==> config.mk <==
export PLATFORM = sky130hd
export DESIGN_NAME = seq_detector
export DESIGN_NICKNAME = d
export VERILOG_FILES = /design/src/rtl/seq_detector_pkg.sv /design/src/rtl/seq_detector_sat_cnt.sv /design/src/rtl/seq_detector.sv
export SDC_FILE = /design/constraint.sdc
export NUM_CORES = 1
export LEC_CHECK = 0
export ABC_AREA = 1
export CAP_MARGIN = 0
export CORE_AREA = 2 2 80 82
export DETAILED_ROUTE_END_ITERATION = 7
export DIE_AREA = 0 0 82 84
export PLACE_DENSITY = 0.67
export SYNTH_ARGS = -nofsm -noshare
export SYNTH_HDL_FRONTEND = slang
export SYNTH_SLANG_ARGS = --single-unit
==> constraint.sdc <==
create_clock -name clk_i -period 6.7 [get_ports clk_i]
set_clock_uncertainty 0.15 [all_clocks]
set_input_delay 1.005 -clock clk_i [delete_from_list [all_inputs] [get_ports clk_i]]
set_output_delay 1.005 -clock clk_i [all_outputs]
set_load 0.1 [all_outputs]
==> src/rtl/seq_detector_pkg.sv <==
// seq_detector_pkg: FSM state type and length-mask helper
// shared by the serial pattern detector files.
package seq_detector_pkg;

   localparam int unsigned MAX_PAT_W = 64;
   localparam int unsigned LEN_W = $clog2(MAX_PAT_W + 1);

   typedef enum logic [1:0] {
      IDLE = 2'd0,
      FILL = 2'd1,
      HUNT = 2'd2
   } state_e;

   // Ones in the low 'len' positions; callers cast to their own width.
   function automatic logic [MAX_PAT_W-1:0] len_mask(
      input int unsigned len
   );
      logic [MAX_PAT_W-1:0] m;
      if (len >= MAX_PAT_W) m = '1;
      else m = ~({MAX_PAT_W{1'b1}} << len);
      return m;
   endfunction

endpackage

==> src/rtl/seq_detector_sat_cnt.sv <==
// seq_detector_sat_cnt: W-bit counter that stops at all-ones
// and clears synchronously on clr_i.
module seq_detector_sat_cnt #(
   parameter int unsigned W = 16
) (
   input  logic         clk_i,
   input  logic         reset_i,
   input  logic         inc_i,
   input  logic         clr_i,
   output logic [W-1:0] cnt_o
);

   logic [W-1:0] cnt_q;

   always_ff @(posedge clk_i or negedge reset_i) begin
      if (!reset_i) begin
         cnt_q <= '0;
      end else if (clr_i) begin
         cnt_q <= '0;
      end else if (inc_i && (cnt_q != '1)) begin
         cnt_q <= cnt_q + W'(1);
      end
   end

   assign cnt_o = cnt_q;

endmodule

==> src/rtl/seq_detector.sv <==
// seq_detector: run-time configurable serial pattern detector.
// Define SEQ_DETECTOR_MASK_EN to add the cfg_mask_i don't-care mask.
module seq_detector
   import seq_detector_pkg::*;
#(
   parameter int unsigned          PATTERN_W   = 8,
   parameter int unsigned          CNT_W       = 16,
   parameter logic [PATTERN_W-1:0] RST_PATTERN = PATTERN_W'(8'b0000_0011),
   parameter int unsigned          RST_LEN     = 2,
   parameter logic                 RST_OVERLAP = 1'b1
) (
   input  logic                             clk_i,
   input  logic                             reset_i,
   input  logic                             enable_i,
   input  logic                             valid_i,
   input  logic                             data_i,
   input  logic                             cfg_load_i,
   input  logic [PATTERN_W-1:0]             cfg_pattern_i,
   input  logic [$clog2(PATTERN_W+1)-1:0]   cfg_len_i,
   input  logic                             cfg_overlap_i,
`ifdef SEQ_DETECTOR_MASK_EN
   input  logic [PATTERN_W-1:0]             cfg_mask_i,
`endif
   output logic                             match_o,
   output logic [CNT_W-1:0]                 match_count_o,
   output logic [1:0]                       state_o
);

   localparam int unsigned LW = $clog2(PATTERN_W + 1);
   localparam logic [LW-1:0] PW_L = LW'(PATTERN_W);
   localparam logic [LW-1:0] RST_LEN_L = LW'(RST_LEN);

   state_e               state_q;
   logic [PATTERN_W-2:0] hist_q;
   logic [PATTERN_W-1:0] pat_q;
   logic [PATTERN_W-1:0] mask_q;
   logic [PATTERN_W-1:0] cand;
   logic [PATTERN_W-1:0] lenmask;
   logic [LW-1:0]        len_q;
   logic [LW-1:0]        fill_q;
   logic [LW-1:0]        fill_d;
   logic [LW-1:0]        eff_len;
   logic [LW:0]          fill_p1;
   logic                 ov_q;
   logic                 match_q;
   logic                 full;
   logic                 accept;
   logic                 hit;

`ifndef SEQ_DETECTOR_MASK_EN
   assign mask_q = '1;
`endif

   always_comb begin
      eff_len = (len_q > PW_L) ? PW_L : len_q;
      lenmask = PATTERN_W'(len_mask(32'(eff_len)));
      cand    = {hist_q, data_i};
      fill_p1 = {1'b0, fill_q} + {{LW{1'b0}}, 1'b1};
      full    = (fill_p1 >= {1'b0, eff_len});
      fill_d  = full ? eff_len : fill_p1[LW-1:0];
      accept  = valid_i & enable_i & ~cfg_load_i
              & (state_q != IDLE) & (eff_len != '0);
      hit     = accept & full
              & (((cand ^ pat_q) & mask_q & lenmask) == '0);
   end

   always_ff @(posedge clk_i or negedge reset_i) begin
      if (!reset_i) begin
         state_q <= (RST_LEN_L != '0) ? FILL : IDLE;
         hist_q  <= '0;
         fill_q  <= '0;
         match_q <= 1'b0;
         pat_q   <= RST_PATTERN;
         len_q   <= RST_LEN_L;
         ov_q    <= RST_OVERLAP;
`ifdef SEQ_DETECTOR_MASK_EN
         mask_q  <= '1;
`endif
      end else if (cfg_load_i) begin
         pat_q   <= cfg_pattern_i;
         len_q   <= cfg_len_i;
         ov_q    <= cfg_overlap_i;
`ifdef SEQ_DETECTOR_MASK_EN
         mask_q  <= cfg_mask_i;
`endif
         hist_q  <= '0;
         fill_q  <= '0;
         match_q <= 1'b0;
         state_q <= (cfg_len_i != '0) ? FILL : IDLE;
      end else if (!enable_i || (eff_len == '0)) begin
         state_q <= IDLE;
         fill_q  <= '0;
         match_q <= 1'b0;
      end else begin
         match_q <= hit;
         unique case (state_q)
            IDLE: state_q <= FILL;
            FILL, HUNT: begin
               if (accept) begin
                  hist_q <= cand[PATTERN_W-2:0];
                  // Non-overlap restarts the fill so no bit is reused.
                  if (hit && !ov_q) begin
                     fill_q  <= '0;
                     state_q <= FILL;
                  end else begin
                     fill_q <= fill_d;
                     if (full) state_q <= HUNT;
                  end
               end
            end
            default: state_q <= IDLE;
         endcase
      end
   end

   seq_detector_sat_cnt #(
      .W (CNT_W)
   ) u_cnt (
      .clk_i   (clk_i),
      .reset_i (reset_i),
      .inc_i   (hit),
      .clr_i   (cfg_load_i),
      .cnt_o   (match_count_o)
   );

   assign match_o = match_q;
   assign state_o = state_q;

endmodule

* Yosys cells after proc, flatten, opt, wreduce, memory -nomap -nowiden
Cells that the tools add are included.
** Word-level totals
- Register bits after elaboration :: 43
- Input port bits :: 19
- Output and inout port bits :: 19
- Word-level logic and storage cells :: 71
** Cells by class
- $add $sub $neg :: 2
- Magnitude comparators :: 2
- Eq/ne operators :: 6
- Shifts and indexed selects :: 1
- Mux-type cells :: 22
- Bitwise operators :: 10
- Reductions and logical operators :: 20
** Operators by type and width (count)
- 64-bit by 4-bit << shifter with 8-bit output (first input constant) :: 1
- 16-bit 2-to-1 mux :: 2
- 4-bit 2-to-1 mux :: 7
- 7-bit 2-to-1 mux :: 4
- 16-bit by 1-bit adder with 16-bit output (second input constant) :: 1
- 16-bit != test (second input constant) :: 1
- 2-bit 2-to-1 mux :: 5
- 8-bit AND :: 1
- 8-bit zero test :: 1
- 8-bit inverter :: 1
- 2-bit nonzero test :: 4
- 4-bit nonzero test :: 2
- 8-bit bitwise XOR :: 1
- 1-bit AND :: 6
- 3-bit nonzero test :: 2
- 4-bit by 1-bit adder with 5-bit output (second input constant) :: 1
- 5-bit by 4-bit >= comparator with 1-bit output :: 1
- 5-bit != test (second input constant) :: 1
- 4-bit greater-than comparator (second input constant) :: 1
- 4-bit zero test :: 1
- 4-bit != test (second input constant) :: 1
- 2-bit one-hot mux with 2 select lines :: 1
- 2-bit AND reduction :: 2
- 1-bit 2-to-1 mux :: 3
- 10 further kinds :: 12

* Logic depth before layout (Yosys ltp)
Gate-level depths: netlist of run 1.
- Word-level depth :: 13
- Mapped depth :: 15
- Depth with buffers taken out :: 14

* Hierarchy
From an unflattened synthesis of run 1, not the netlist that was laid out.
** Unflattened totals
- Cell total of the unflattened synthesis :: 367
- Area, all modules :: 2676.3 µm²
** Modules (own cells, without submodules)
- seq_detector :: times used 1, cells each 223, area each 1639.1 µm², seq. area each 681.9 µm²
- seq_detector_sat_cnt :: times used 1, cells each 144, area each 1037.2 µm², seq. area each 400.4 µm²

* Worst setup path before layout of run 1
Ideal clock, no wire load.
- Path kind :: register -> register
- From :: register u_cnt.cnt_q[0], in the netlist u_cnt.cnt_o[0]
- To :: register u_cnt.cnt_q[12], in the netlist u_cnt.cnt_o[12]
- Arrival time :: 2283 ps
- Required time :: 6430 ps
- Path slack :: 4147 ps
- Cell stages (with the launch flop) :: 14
- Period minus slack after synthesis :: 2553 ps
- Cell sequence :: dfrtp_1 > ha_1 > nand2_1 > inv_1 > nand2_1 > inv_1 > nand2_1 > nor3_1 > nand2_1 > nand2_4 > nand2_4 > buf_12 > nand2_2 > nand2_2
** Between the ends
- Cells in the longest elaborated chain, start to end :: 3
- Elaborated cells between the ends (all ways) :: 6
** RTL lines
- start: declaration :: RTL line seq_detector_sat_cnt.sv:13 : logic [W-1:0] cnt_q;
- start signal: assignment :: RTL line seq_detector_sat_cnt.sv:21 : cnt_q <= cnt_q + W'(1);
- 16-bit by 1-bit adder with 16-bit output / 16-bit != test (equally long branches) :: RTL line seq_detector_sat_cnt.sv:21, seq_detector_sat_cnt.sv:20
- 16-bit 2-to-1 mux / 1-bit logical AND (equally long branches) :: RTL line seq_detector_sat_cnt.sv:20 : end else if (inc_i && (cnt_q != '1)) begin
- 16-bit 2-to-1 mux / 2-bit nonzero test (equally long branches)
Parallel ways exist; a longest one is shown, timed or not. The select of a mux whose other input is x is not followed.
A chain may end at the register's enable or synchronous reset.

* Worst setup path in the final report of run 1
- From :: register state_q[0], in the netlist state_o[0]
- To :: output port state_o[0]
** RTL lines
- start: declaration :: RTL line seq_detector.sv:33 : state_e state_q;
- start signal: assignment :: RTL line seq_detector.sv:69 : state_q <= (RST_LEN_L != '0) ? FILL : IDLE;
- start signal: assignment :: RTL line seq_detector.sv:89 : state_q <= (cfg_len_i != '0) ? FILL : IDLE;
- end: declaration :: RTL line seq_detector.sv:26 : output logic [1:0] state_o
No word-level cell between the ends.

==> impl_results.md, run 1 <==
- Initial DRT Pass Iterations: 4
- GRT Max-Usage Layer: met2
- Antenna cells: 0
- Worst min path class: register to register
- Clock power frac: 30.7%
- Post-Place Worst Slack: 3.407 ns
- Area leader, netlist: dfrtp_1
- Setup crit start: state_o[0]$_DFFE_PN1P_
- RR Startpoint: fill_q[0]$_DFFE_PN0P_
- M2 GR Usage: 32.30%
- Internal: 0.3843 mW
- Worst slew pin tran: 0.9914 ns
- Clock-pin slew on the worst setup and hold paths: 0.09 ns
- Min cycle time layout: 3.161 ns
- Sequential cell area: 0.001082 sq mm
- Routed Antenna Nets: 0
- Max_cap viols: 0
- Die Y: 84 microns
- Root Buffer: clkbuf_8
- Clock Latency Late Sink: 0.30 ns
- CP required: 5.54 ns
- Hold buffer count at CTS: 0
- Synth Area per Inst: 7.605 sq um
- Mapped cell area: 0.002631 sq mm
- Area Growth Syn to Fin: 19.59%
- Power per Cell Area: 178.0 mW/mm^2
- Setup CP Type: register to output pin
- NetSw: 0.1759 mW
- Post-CTS Setup Inserts: 0
- Worst Slack Setup Final: 3.539 ns
- Fraction of layout cells with a size suffix above 1: 13.25%
- Fin util: 51.62%
- Clock net sink count: 43
- Nets@finish: 410
- Max rail drop VDD: 88.64 uV
- Area share of the largest cell type after synthesis: 36.14%
- Status: finished clean
- Sequential share of power: 50.4%
- Seq/Total Area, Yosys: 41.13%
- Htree depth: 2
- EDFF count, synth: 0
- Die X: 82 microns
- Cell variety after synth: 32
- Final worst path period share: 47.18%
- Crit. End Element: output pin
- Vias in the first global route: 2309
- # fillers: 577
- Critical path cell sequence: clkdlybuf4s50_1
- TritonCTS Buffers: 5
- Global placer's final weighted congestion: 0.8781
- Drc violations: 0
- Unrepaired setup endpoints after global routing: false
- Yosys warns: 0
- Leak: 1.440 nW
- CP bufs+invs: 1
- Routed vias: 2294
- Slew Viols, Final: 0
- Final hold violation count: 0
- Gate power share: 18.9%
- CP max FO: 4
- CP max stage cell: clkdlybuf4s50_1
- Cell Rows: 29
- Endpoints failing setup: 0
- Fmax achieved: 316.4 MHz
- Clk buf depth: 2
- Synthesized flop and latch total: 43
- Largest net degree at the start of global routing: 44
- CTS tree: built
- Port Buffers: 37
- Starting Density: 43.17%
- Initial DRC count: 117
- Top cells by area, synth: dfrtp_1 36%, nand2_1 13%, nand3_1 5.7%
- Sw frac: 31.39%
- Wire per inst: 13.07 microns
- Synthesized instance count: 346
- Met1 Use GR: 24.71%
- First-pass GRT wire length: 10420 microns
- Syn_nets: 372
- Top_reg_cell synth: dfrtp_1
- Max incr delay on CP: 1.13 ns
- Worst EP arrival: 2.01 ns
- Met3 Use GR: 3.463%
- CP top delay family: buffers and inverters
- Startpoint Class: register
- GRT overflow: 0
- Most frequent cell after synthesis: nand2_1
- Fraction of registers with async set/reset: 100.0%
- Design area: 0.003147 sq mm
- Tot GR Track Use: 19.02%
- Post-synth top cells: 93 x nand2_1, 38 x dfrtp_1, 38 x inv_1
- Die area: 0.006888 sq mm
- Rel. slew slack: 33.70%
- IO Pins: 38
- Core area: 0.006096 sq mm
- Routed wire length: 6039 microns
- Area of the multi-input gates: 0.001348 sq mm
- Dpl hpwl: 4452 microns
- TNS Setup: 0 ns
- Hold_sp: pat_q[6]$_DFFE_PN0P_
- # resized after CTS: 0
- Initial antenna violation count: 0
- Placed instance area: 0.003053 sq mm
- Via density: 4.965
[through the flow]
step,hold slack [ns],instances,power [mW]
finish,0.3505,462,0.5602
global route,0.3804,462,0.5924
CTS,0.3574,462,0.5671
detailed placement,0.3392,454,0.3940
global placement,0.3329,454,0.3915
floorplan,0.3125,346,0.3584
[power groups by stage]
stage	Clock [mW]	Sequential [mW]	Combinational, mW
2_1_floorplan	0	0.293	0.0657
3_3_place_gp	0	0.287	0.105
3_5_place_dp	0	0.287	0.107
4_1_cts	0.177	0.282	0.108
5_1_grt	0.187	0.284	0.122
6_report	0.172	0.282	0.106
[layout by cell type (no fill, tap or decap), types with 2 or more instances in the layout]
cell,netlist,routed
inv_1,38,38
clkdlybuf4s50_1,0,36
xor2_1,13,13
nand2_4,4,4
nand3_2,3,3
nand3_1,30,30
dfstp_2,5,5
inv_2,3,3
a21oi_1,2,2
ha_1,7,7
nor2_1,27,27
nor2_2,3,3
o21ai_0,19,19
o21ai_2,2,2
o21ai_1,3,3
nand2_2,18,18
clkinv_4,0,2
o21a_1,2,2
xnor2_1,2,2
clkbuf_8,0,5
o22ai_1,7,7
dfrtp_1,38,38
nand2_1,93,93
nor3_1,9,9
nand4_1,6,6
[flip-flops by register name (all words and copies together), names as in the netlist]
| register | flops |
|---|---|
| pat_q | 8 |
| ov_q | 1 |
| hist_q | 7 |
| state_o | 2 |
| match_o | 1 |
| len_q | 4 |
| u_cnt.cnt_o | 16 |
| fill_q | 4 |
[layer usage]
layer,wire (microns),vias up
met5,0,-
met3,218,10
met2,2949,43
li1,-,1179
met4,82,0
met1,2789,1062
[cells by family after synthesis]
| group | after synthesis | synth area share, % |
|---|---|---|
| and+or+nand+nor | 197 | 35.09 |
| AOI/OAI and AO/OA | 36 | 7.798 |
| DFF | 43 | 41.13 |
| xor gates and xnor gates | 15 | 4.993 |
| adders and majority gates | 7 | 3.328 |
| buffers and inverters | 48 | 7.656 |
[area by class of cell]
class	count	area share (%)
Clock buffer	5	2.187
Tap cell	77	3.062
Clock inverter	3	0.7952
Sequential cell	43	34.39
Multi-Input combinational cell	255	42.82
Inverter	41	4.891
Timing Repair Buffer	38	11.85
[final timing paths]
check	cells after the start	end	slack, ns
min reg2reg	2	pat_q[6]$_DFFE_PN0P_	0.35
max	1	state_o[0]	3.54
min	2	pat_q[6]$_DFFE_PN0P_	0.35
min in group asynchronous	1	pat_q[4]$_DFFE_PN0P_	0.68
max in group asynchronous	1	u_cnt.cnt_o[14]$_DFFE_PN0P_	5.12
max reg2reg	11	u_cnt.cnt_o[4]$_DFFE_PN0P_	4.20
Power figures use the tool's default switching activity.
==> run 2, diff against run 1 <==
==> constraint.sdc (replaced) <==
create_clock -name clk_i -period 3.1 [get_ports clk_i]
set_clock_uncertainty 0.15 [all_clocks]
set_input_delay 0.465 -clock clk_i [delete_from_list [all_inputs] [get_ports clk_i]]
set_output_delay 0.465 -clock clk_i [all_outputs]
set_load 0.1 [all_outputs]
==> impl_results.md, run 2 (synthesis results as in run 1) <==
- Setup crit start: fill_q[0]$_DFFE_PN0P_ (was state_o[0]$_DFFE_PN1P_)
- Endpoints failing setup: 0 (unchanged)
- Core area: 0.006096 sq mm (unchanged)
- Power per Cell Area: 385.3 mW/mm^2 (was 178.0 mW/mm^2)
- Worst slew pin tran: 0.9613 ns (was 0.9914 ns)
- Initial DRC count: 124 (was 117)
- Leak: 1.481 nW (was 1.440 nW)
- Worst EP arrival: 2.54 ns (was 2.01 ns)
- IO Pins: 38 (unchanged)
- Max incr delay on CP: 0.47 ns (was 1.13 ns)
- Setup CP Type: register to register (was register to output pin)
- Port Buffers: 37 (unchanged)
- Die X: 82 microns (unchanged)
- Startpoint Class: register (unchanged)
- CP required: 3.17 ns (was 5.54 ns)
- Fmax achieved: 403.8 MHz
- Routed vias: 2364 (was 2294)
- Worst min path class: input port to async pin (was register to register)
- CP max FO: 17 (was 4)
- GRT overflow: 0 (unchanged)
- Htree depth: 2 (unchanged)
- First-pass GRT wire length: 10620 microns (was 10420 microns)
- Clk buf depth: 2 (unchanged)
- TNS Setup: 0 ns (unchanged)
- CTS tree: built (unchanged)
- Fraction of layout cells with a size suffix above 1: 17.88% (was 13.25%)
- Die Y: 84 microns (unchanged)
- Clock net sink count: 43 (unchanged)
- Max rail drop VDD: 174.2 uV (was 88.64 uV)
- Clock Latency Late Sink: 0.31 ns (was 0.30 ns)
- Crit. End Element: register (was output pin)
- CP bufs+invs: 0 (was 1)
- Area Growth Syn to Fin: 17.69% (was 19.59%)
- Dpl cells: 456 (was 454)
- CP max stage cell: dfrtp_1 (was clkdlybuf4s50_1)
- # resized after CTS: 0 (unchanged)
- Commonest non-fill, non-tap cells in the layout: 93 x nand2_1, 38 x inv_1, 38 x dfrtp_1 (unchanged)
- Post-CTS Setup Inserts: 0 (unchanged)
- Dpl hpwl: 4621 microns (was 4452 microns)
- Nets@finish: 412 (was 410)
- Routed Antenna Nets: 0 (unchanged)
- Clock-pin slew on the worst setup and hold paths: 0.09 ns (about the same)
- Antenna cells: 0 (unchanged)
- Rel. slew slack: 35.91% (was 33.70%)
- TritonCTS Buffers: 5 (unchanged)
- Vias in the first global route: 2333 (was 2309)
- Initial DRT Pass Iterations: 4 (unchanged)
- Hold buffer count at CTS: 0 (unchanged)
- Final hold violation count: 0 (unchanged)
- Slew Viols, Final: 0 (unchanged)
- Routed wire length: 6262 microns (was 6039 microns)
- Via density: 5.106 (was 4.965)
- Commonest non-fill, non-tap cell in the layout: nand2_1 (unchanged)
- Starting Density: 43.17% (unchanged)
- Worst Slack Setup Final: 0.6236 ns (was 3.539 ns)
- Initial antenna violation count: 0 (unchanged)
- Unrepaired setup endpoints after global routing: false (unchanged)
- Non-filler cells, final: 463 (was 462)
- Post-Place Worst Slack: 0.6554 ns (was 3.407 ns)
- Min cycle time layout: 2.476 ns
- Final worst path period share: 79.88%
- Global placer's final weighted congestion: 0.9154 (was 0.8781)
- Largest net degree at the start of global routing: 44 (unchanged)
- CP top delay family: simple AND/OR/NAND/NOR gates (was buffers and inverters)
- Max reg flops: 16 (unchanged)
- Root Buffer: clkbuf_8 (unchanged)
- Wire per inst: 13.52 microns (was 13.07 microns)
- Critical path cell sequence: ha_1 -> xor2_1 -> ha_1 -> nand3_1 -> nand3b_1 -> nand2_2 -> a21oi_2 -> and2_4 -> nand2_4 -> nand2_4 -> nand2_1 -> o21ai_0 (was clkdlybuf4s50_1)
- Tot GR Track Use: 19.87% (was 19.02%)
- RR Startpoint: fill_q[0]$_DFFE_PN0P_ (unchanged)
- Status: finished clean (unchanged)
- Drc violations: 0 (unchanged)
- Max_cap viols: 0 (unchanged)
- Die area: 0.006888 sq mm (unchanged)
- Fin util: 50.80% (was 51.62%)
- Cell Rows: 29 (unchanged)
run 2: cell types whose count changed in the layout (fill, tap and decap cells not counted):
cell / delta
clkdlybuf4s50_1: -19
buf_4: +21
clkbuf_1: +2
clkinvlp_4: -1
clkinv_4: -2
run 2: power by group:
| group | switching [mW] | total [mW] | internal, mW | leakage, nW |
|---|---|---|---|---|
| registers | 0.0229 | 0.611 | 0.589 | 0.566 |
| clock network | 0.194 | 0.349 | 0.156 | 0.0383 |
| logic | 0.150 | 0.233 | 0.0822 | 0.877 |
run 2: worst paths after layout:
check	cells past startpoint	to	slack, ns
worst max-delay path	12	u_cnt.cnt_o[2]$_DFFE_PN0P_	0.62
worst min-delay path	1	pat_q[7]$_DFFE_PN0P_	0.15
worst max register to register	12	u_cnt.cnt_o[2]$_DFFE_PN0P_	0.62
worst min register to register	2	pat_q[6]$_DFFE_PN0P_	0.34
max in group asynchronous	1	u_cnt.cnt_o[2]$_DFFE_PN0P_	2.04
min in group clk_i	2	pat_q[6]$_DFFE_PN0P_	0.34
run 2: final cells by class:
| type | count | area [sq um] |
|---|---|---|
| Clock buffer | 7 | 76.32 |
| Fill cell | 614 | 2999 |
| Inverter | 41 | 153.9 |
| Multi-Input combinational cell | 255 | 1348 |
| Sequential cell | 43 | 1082 |
| Tap cell | 77 | 96.34 |
| Timing Repair Buffer | 40 | 340.3 |
run 2: through the flow:
| stage | cell area [sq um] | power [mW] | hold WS [ns] |
|---|---|---|---|
| after detailed placement | 3020 | 0.8569 | 0.3315 |
| final | 3097 | 1.193 | 0.1508 |
| after floorplan | 2631 | 0.7745 | 0.01941 |
| after global routing | 3097 | 1.265 | 0.2421 |
| after CTS | 3097 | 1.208 | 0.1896 |
| after global placement | 3020 | 0.8492 | 0.3332 |
run 2: per-layer routing:
| metal | share of wire, % | vias to the layer above | track usage [%] | wire length [microns] |
|---|---|---|---|---|
| met5 | 0 | - | 0 | 0 |
| met4 | 1.8 | 0 | 9.091 | 114 |
| li1 | - | 1184 | - | - |
| met1 | 45 | 1105 | 25.96 | 2809 |
| met2 | 48 | 63 | 31.12 | 2975 |
| met3 | 5.8 | 12 | 4.113 | 363 |
